[src/rtl/uart_rx_frontend.sv]
`timescale 1ns/1ps
`default_nettype none
// ============================================================================
// Module   : uart_rx_frontend
// Brief    : 8N1 UART receive front end. It has a two-flop synchronizer, an
//            oversampling baud divider, a receive FSM, and a holding register
//            that the consumer acknowledges. It reports framing errors and
//            overruns.
//            Optional build macro UART_RX_FIFO_EN replaces the single holding
//            register with a FIFO_DEPTH-entry receive FIFO.
// Revision : 1.0 - initial release
// ============================================================================
module uart_rx_frontend #(
  parameter int CLK_FREQ   = 100000000,
  parameter int BAUD       = 9600,
  parameter int OVERSAMPLE = 16,
  parameter int FIFO_DEPTH = 4
) (
  input  logic       sysclk,
  input  logic       reset,
  input  logic       UART_RX,
  input  logic       rx_ack,
  input  logic       ovr_clr,
  output logic [7:0] rx_data,
  output logic       rx_valid,
  output logic       rx_overrun,
  output logic       frame_err,
  output logic       rx_busy
);

  localparam int c_DIV    = CLK_FREQ / (BAUD * OVERSAMPLE);
  localparam int c_DIV_W  = (c_DIV > 1) ? $clog2(c_DIV) : 1;
  localparam int c_TICK_W = $clog2(OVERSAMPLE);

  localparam logic [c_DIV_W-1:0]  c_DIV_MAX = c_DIV_W'(c_DIV - 1);
  localparam logic [c_TICK_W-1:0] c_HALF_M1 = c_TICK_W'(OVERSAMPLE / 2 - 1);
  localparam logic [c_TICK_W-1:0] c_OS_M1   = c_TICK_W'(OVERSAMPLE - 1);

  typedef enum logic [2:0] {
    S_IDLE  = 3'd0,
    S_START = 3'd1,
    S_DATA  = 3'd2,
    S_STOP  = 3'd3,
    S_BREAK = 3'd4
  } state_t;

  state_t                r_state;
  state_t                w_state_nxt;
  logic                  r_sync1;
  logic                  r_sync2;
  logic [c_DIV_W-1:0]    r_div;
  logic [c_TICK_W-1:0]   r_tick_cnt;
  logic [2:0]            r_bit_cnt;
  logic [7:0]            r_shreg;
  logic                  r_frame_err;
  logic                  r_overrun;
  logic                  w_rxs;
  logic                  w_tick;
  logic                  w_start_det;
  logic                  w_mid_start;
  logic                  w_bit_samp;
  logic                  w_deliver;
  logic                  w_ferr;
  logic                  w_drop;

  assign w_rxs       = r_sync2;
  assign w_tick      = (r_div == c_DIV_MAX);
  assign w_start_det = (r_state == S_IDLE) && !w_rxs;
  assign w_mid_start = (r_state == S_START) && w_tick && (r_tick_cnt == c_HALF_M1);
  assign w_bit_samp  = ((r_state == S_DATA) || (r_state == S_STOP)) && w_tick &&
                       (r_tick_cnt == c_OS_M1);

  // Bring the asynchronous line into the sysclk domain; idles high.
  always_ff @(posedge sysclk or negedge reset) begin
    if (!reset) begin
      r_sync1 <= 1'b1;
      r_sync2 <= 1'b1;
    end else begin
      r_sync1 <= UART_RX;
      r_sync2 <= r_sync1;
    end
  end

  // Free-running baud-tick divider, re-phased on each start edge.
  always_ff @(posedge sysclk or negedge reset) begin
    if (!reset) begin
      r_div <= '0;
    end else if (w_start_det || w_tick) begin
      r_div <= '0;
    end else begin
      r_div <= r_div + 1'b1;
    end
  end

  // Tick counter positions the sample point within the current bit.
  always_ff @(posedge sysclk or negedge reset) begin
    if (!reset) begin
      r_tick_cnt <= '0;
    end else if (w_start_det || w_mid_start || w_bit_samp) begin
      r_tick_cnt <= '0;
    end else if (w_tick && (r_state != S_IDLE) && (r_state != S_BREAK)) begin
      r_tick_cnt <= r_tick_cnt + 1'b1;
    end
  end

  // Data bits shift in LSB first; the bit counter tracks the eight data bits.
  always_ff @(posedge sysclk or negedge reset) begin
    if (!reset) begin
      r_bit_cnt <= '0;
      r_shreg   <= '0;
    end else if (w_mid_start) begin
      r_bit_cnt <= '0;
    end else if (w_bit_samp && (r_state == S_DATA)) begin
      r_shreg   <= {w_rxs, r_shreg[7:1]};
      r_bit_cnt <= r_bit_cnt + 1'b1;
    end
  end

  // FSM state register.
  always_ff @(posedge sysclk or negedge reset) begin
    if (!reset) begin
      r_state <= S_IDLE;
    end else begin
      r_state <= w_state_nxt;
    end
  end

  // FSM next state plus the delivery and framing-error strobes.
  always_comb begin
    w_state_nxt = r_state;
    w_deliver   = 1'b0;
    w_ferr      = 1'b0;
    case (r_state)
      S_IDLE:  if (!w_rxs) w_state_nxt = S_START;
      S_START: if (w_mid_start) w_state_nxt = w_rxs ? S_IDLE : S_DATA;
      S_DATA:  if (w_bit_samp && (r_bit_cnt == 3'd7)) w_state_nxt = S_STOP;
      S_STOP: begin
        if (w_bit_samp) begin
          if (w_rxs) begin
            w_state_nxt = S_IDLE;
            w_deliver   = 1'b1;
          end else begin
            w_state_nxt = S_BREAK;
            w_ferr      = 1'b1;
          end
        end
      end
      S_BREAK: if (w_rxs) w_state_nxt = S_IDLE;
      default: w_state_nxt = S_IDLE;
    endcase
  end

  // Registered one-cycle framing-error pulse.
  always_ff @(posedge sysclk or negedge reset) begin
    if (!reset) begin
      r_frame_err <= 1'b0;
    end else begin
      r_frame_err <= w_ferr;
    end
  end

`ifdef UART_RX_FIFO_EN
  localparam int c_PTR_W = (FIFO_DEPTH > 1) ? $clog2(FIFO_DEPTH) : 1;
  localparam int c_CNT_W = c_PTR_W + 1;

  logic [7:0]         r_mem [FIFO_DEPTH];
  logic [c_PTR_W-1:0] r_wr_ptr;
  logic [c_PTR_W-1:0] r_rd_ptr;
  logic [c_CNT_W-1:0] r_count;
  logic               w_pop;
  logic               w_push;
  logic               w_full;

  assign w_full = (r_count == c_CNT_W'(FIFO_DEPTH));
  assign w_pop  = rx_ack && (r_count != '0);
  assign w_push = w_deliver && (!w_full || w_pop);
  assign w_drop = w_deliver && w_full && !w_pop;

  // FIFO storage; cleared on reset so the head reads 0x00 when empty.
  always_ff @(posedge sysclk or negedge reset) begin
    if (!reset) begin
      for (int i = 0; i < FIFO_DEPTH; i++) r_mem[i] <= '0;
    end else if (w_push) begin
      r_mem[r_wr_ptr] <= r_shreg;
    end
  end

  // Pointers wrap naturally because the depth is a power of two.
  always_ff @(posedge sysclk or negedge reset) begin
    if (!reset) begin
      r_wr_ptr <= '0;
      r_rd_ptr <= '0;
      r_count  <= '0;
    end else begin
      if (w_push) r_wr_ptr <= r_wr_ptr + 1'b1;
      if (w_pop)  r_rd_ptr <= r_rd_ptr + 1'b1;
      case ({w_push, w_pop})
        2'b10:   r_count <= r_count + 1'b1;
        2'b01:   r_count <= r_count - 1'b1;
        default: r_count <= r_count;
      endcase
    end
  end

  assign rx_data  = r_mem[r_rd_ptr];
  assign rx_valid = (r_count != '0);
`else
  logic [7:0] r_hold;
  logic       r_valid;
  logic       w_ack;
  logic       w_unused_cfg;

  assign w_unused_cfg = (FIFO_DEPTH > 0);
  assign w_ack  = rx_ack && r_valid;
  assign w_drop = w_deliver && r_valid && !w_ack;

  // Single holding register: a same-cycle ack frees the slot for a new byte.
  always_ff @(posedge sysclk or negedge reset) begin
    if (!reset) begin
      r_hold  <= '0;
      r_valid <= 1'b0;
    end else if (w_deliver && !w_drop) begin
      r_hold  <= r_shreg;
      r_valid <= 1'b1;
    end else if (w_ack) begin
      r_valid <= 1'b0;
    end
  end

  assign rx_data  = r_hold;
  assign rx_valid = r_valid;
`endif

  // Sticky overrun flag; a new drop wins over a same-cycle clear.
  always_ff @(posedge sysclk or negedge reset) begin
    if (!reset) begin
      r_overrun <= 1'b0;
    end else if (w_drop) begin
      r_overrun <= 1'b1;
    end else if (ovr_clr) begin
      r_overrun <= 1'b0;
    end
  end

  assign rx_overrun = r_overrun;
  assign frame_err  = r_frame_err;
  assign rx_busy    = (r_state != S_IDLE);

endmodule
`default_nettype wire

[config.mk]
export PLATFORM = sky130hd
export DESIGN_NAME = uart_rx_frontend
export DESIGN_NICKNAME = d
export VERILOG_FILES = /design/src/rtl/uart_rx_frontend.sv
export SDC_FILE = /design/constraint.sdc
export NUM_CORES = 1
export LEC_CHECK = 0
export ABC_CLOCK_PERIOD_IN_PS = 2300
export BUFFER_PORTS_ARGS = -buffer_cell sky130_fd_sc_hd__buf_2
export CORE_ASPECT_RATIO = 0.7
export CORE_MARGIN = 1
export CORE_UTILIZATION = 40
export CTS_CLUSTER_SIZE = 28
export DETAILED_ROUTE_END_ITERATION = 10
export GPL_ROUTABILITY_DRIVEN = 0
export PLACE_DENSITY_LB_ADDON = 0.2
export SYNTH_ARGS = -nofsm -noshare
export SYNTH_HDL_FRONTEND = slang
export SYNTH_SLANG_ARGS = --single-unit
[constraint.sdc]
create_clock -name sysclk -period 2.3 [get_ports sysclk]
set_input_delay 0.46 -clock sysclk [delete_from_list [all_inputs] [get_ports sysclk]]
set_output_delay 0.46 -clock sysclk [all_outputs]
set_load 0.01 [all_outputs]
==> flow_summary.yaml <==
outcome:
  outcome: "finished, final reports clean"
drt:
  wirelength_um: 3476
  via_per_inst: 5.304
  drc: 0
  via_count: 1273
  ant_nets: 0
  first_pass_iters: 4
  avgRoutedWirePerCell_um: 14.48
  drtIter0Drc: 58
clock_tree:
  clk_path_buf_depth: 2
  cts_htree_levels: 2
  cts_buffers: 5
  cts.sinks: 41
  cts.repair.resized: 0
  cts_tree: "built"
  clk_pin_slew_ps: 80
  clk_latency_ps: 300
  post_cts_buffers: 0
  cts_hold_buf: 0
  cts_root_buffer: "clkbuf_8"
yosys:
  synth_edf_count: 0
  synth_ff_type: "dfrtp_1"
  synth_top_area_share_pct: 51.15
  yosysSeqAreaShare_pct: 53.90
  yosysUniqueCellTypes: 40
  syn_area_um2: 1908
  yosysWarnings: 0
  yosys-top-cells-area: "dfrtp_1 51%, mux2_2 5.3%, mux2_1 4.7%, nor2_1 3.5%, ha_1 3.3%"
  synthArstFlopShare_pct: 100.0
  syn_avg_cell_area_um2: 11.78
  ys_ff_latch: 41
  yosysTopAreaCell: "dfrtp_1"
  syn_inst: 162
  syn_nets: 172
power:
  peakVddDrop_mv: 0.3262
  pwr_density_cell_nw_per_um2: 566.1
  leakage_nw: 1.074
critical_path:
  rrSetupSlack_ps: 180
  cp-end-kind: "register"
  arrival_ps: 2300
  start_kind: "register"
  worst-path-max-fanout: 8
  crit_type: "reg -> reg"
  crit_required_ps: 2480
floorplan:
  dieWidth_um: 84.55
  initial_utilization_pct: 42.84
  io_pins: 17
  die_h_um: 59.79
  dieArea_um2: 5055
  rows: 20
  coreArea_um2: 4454
sta:
  worst_pin_slew_ps: 511.3
  max_freq_ghz: 0.4728
  holdWs_ps: 92.51
  finalSetupViolations: 0
  rsz0062_at_grt: "no"
  final.min_clock_period_ps: 2115
  slew_headroom_pct: 65.60
  setup_tns_ps: 0
  finalHoldViolations: 0
  period_share_pct: 91.96
  drv_slew: 0
  fin_skew_ps: 7.832
global_route:
  grt_max_degree: 23
  antenna_found_initial: 0
  grt_pass1_vias: 1323
  grt_overflow: 0
  grt_pass1_wl_um: 6120
  track_usage_pct: 16.05
layout:
  register_area_um2: 1028
  final_cells: 240
  final_cell_mix: "39 x dfrtp_1, 18 x nor2_1, 16 x buf_2"
  fin_nets: 194
  areaGrowthSynthToFinish_pct: 13.31
  drive_above_1_share_pct: 27.57
  final_core_util_pct: 48.54
  diodes: 0
  multi_input_area_um2: 819.5
  layout_commonest_cell: "dfrtp_1"
  fillCellCount: 426
job:
  drv_cap: 0
placement:
  numPortBuffers: 16
  place_hpwl_um: 2653
  dpl.cell_count: 232
hold_path:
  hp-class: "in -> async"
==> registers in the layout, indices dropped and copies added, names as in the netlist, 3 cells and up <==
signal / cells
r_div: 10
r_shreg: 8
rx_data: 8
r_tick_cnt: 4
r_bit_cnt: 3
r_state: 3
==> cell usage after synthesis, drive strengths merged, types with 2 or more instances <==
cell / count
a21oi: 4
a22o: 2
a31oi: 2
buf: 3
clkbuf: 5
dfrtp: 39
dfstp: 2
ha: 5
inv: 5
mux2: 17
nand2: 9
nand3: 6
nand4: 2
nor2: 18
nor3: 4
nor4: 7
o21ai: 4
or3: 3
or3b: 2
xnor2: 7
xor2: 2
==> through the flow <==
stage                     setup slack, ps  power, mW  instance area [um2]
after floorplan                     227.7     0.7414                 1908
after global placement              154.0     0.7607                 2067
after detailed placement            102.7     0.7613                 2067
after CTS                           93.32      1.243                 2161
after global routing                3.830      1.277                 2162
final                               185.0      1.224                 2162
==> per-layer routing <==
metal | track usage [%] | part of all wire (%) | vias to the layer above
met5 | 0 | 0 | -
met4 | 6.780 | 1.8 | 0
met3 | 4.558 | 3.4 | 10
met2 | 24.97 | 45 | 17
met1 | 21.42 | 50 | 625
li1 | - | - | 621
==> report_power, final <==
part | switching [mW] | internal [mW] | leakage, nW
Sequential | 0.00358 | 0.723 | 0.551
Combinational | 0.0144 | 0.00433 | 0.478
Clock | 0.260 | 0.219 | 0.0447
==> worst max-delay path, cell delays in order (launching register included) <==
cell and delay [ps]:
dfrtp_1 420, or4b_4 630, nor3_4 220, and4_2 380, mux2_1 360
==> path summary, 6_finish.rpt <==
kind	cells after the start	start	end
hold reg to reg	0	r_sync1	r_sync2
setup reg to reg	4	r_div[4]	rx_data[4]
hold / removal	1	reset	r_shreg[7]
setup / recovery	4	r_div[4]	rx_data[4]
min in group sysclk	1	UART_RX	r_sync1
max in group asynchronous	2	reset	rx_data[6]
==> cells by family after synthesis <==
family | Yosys count | share of synthesized area (%)
compound gates | 20 | 7.411
xor+xnor | 9 | 4.131
fa+ha+maj | 5 | 3.279
buf+inv | 13 | 3.213
flops | 41 | 53.90
mux | 18 | 10.56
simple gates | 56 | 17.51
==> layout make-up <==
type	instances	share of cell area, %
flip-flops and latches	41	47.57
multi-input cells	108	37.91
repair buffers	23	6.134
clock buffers	5	3.183
well taps	55	3.183
clock inverters	3	1.157
inverters	5	0.8681
No activity file was read; power rests on OpenSTA's default activity.
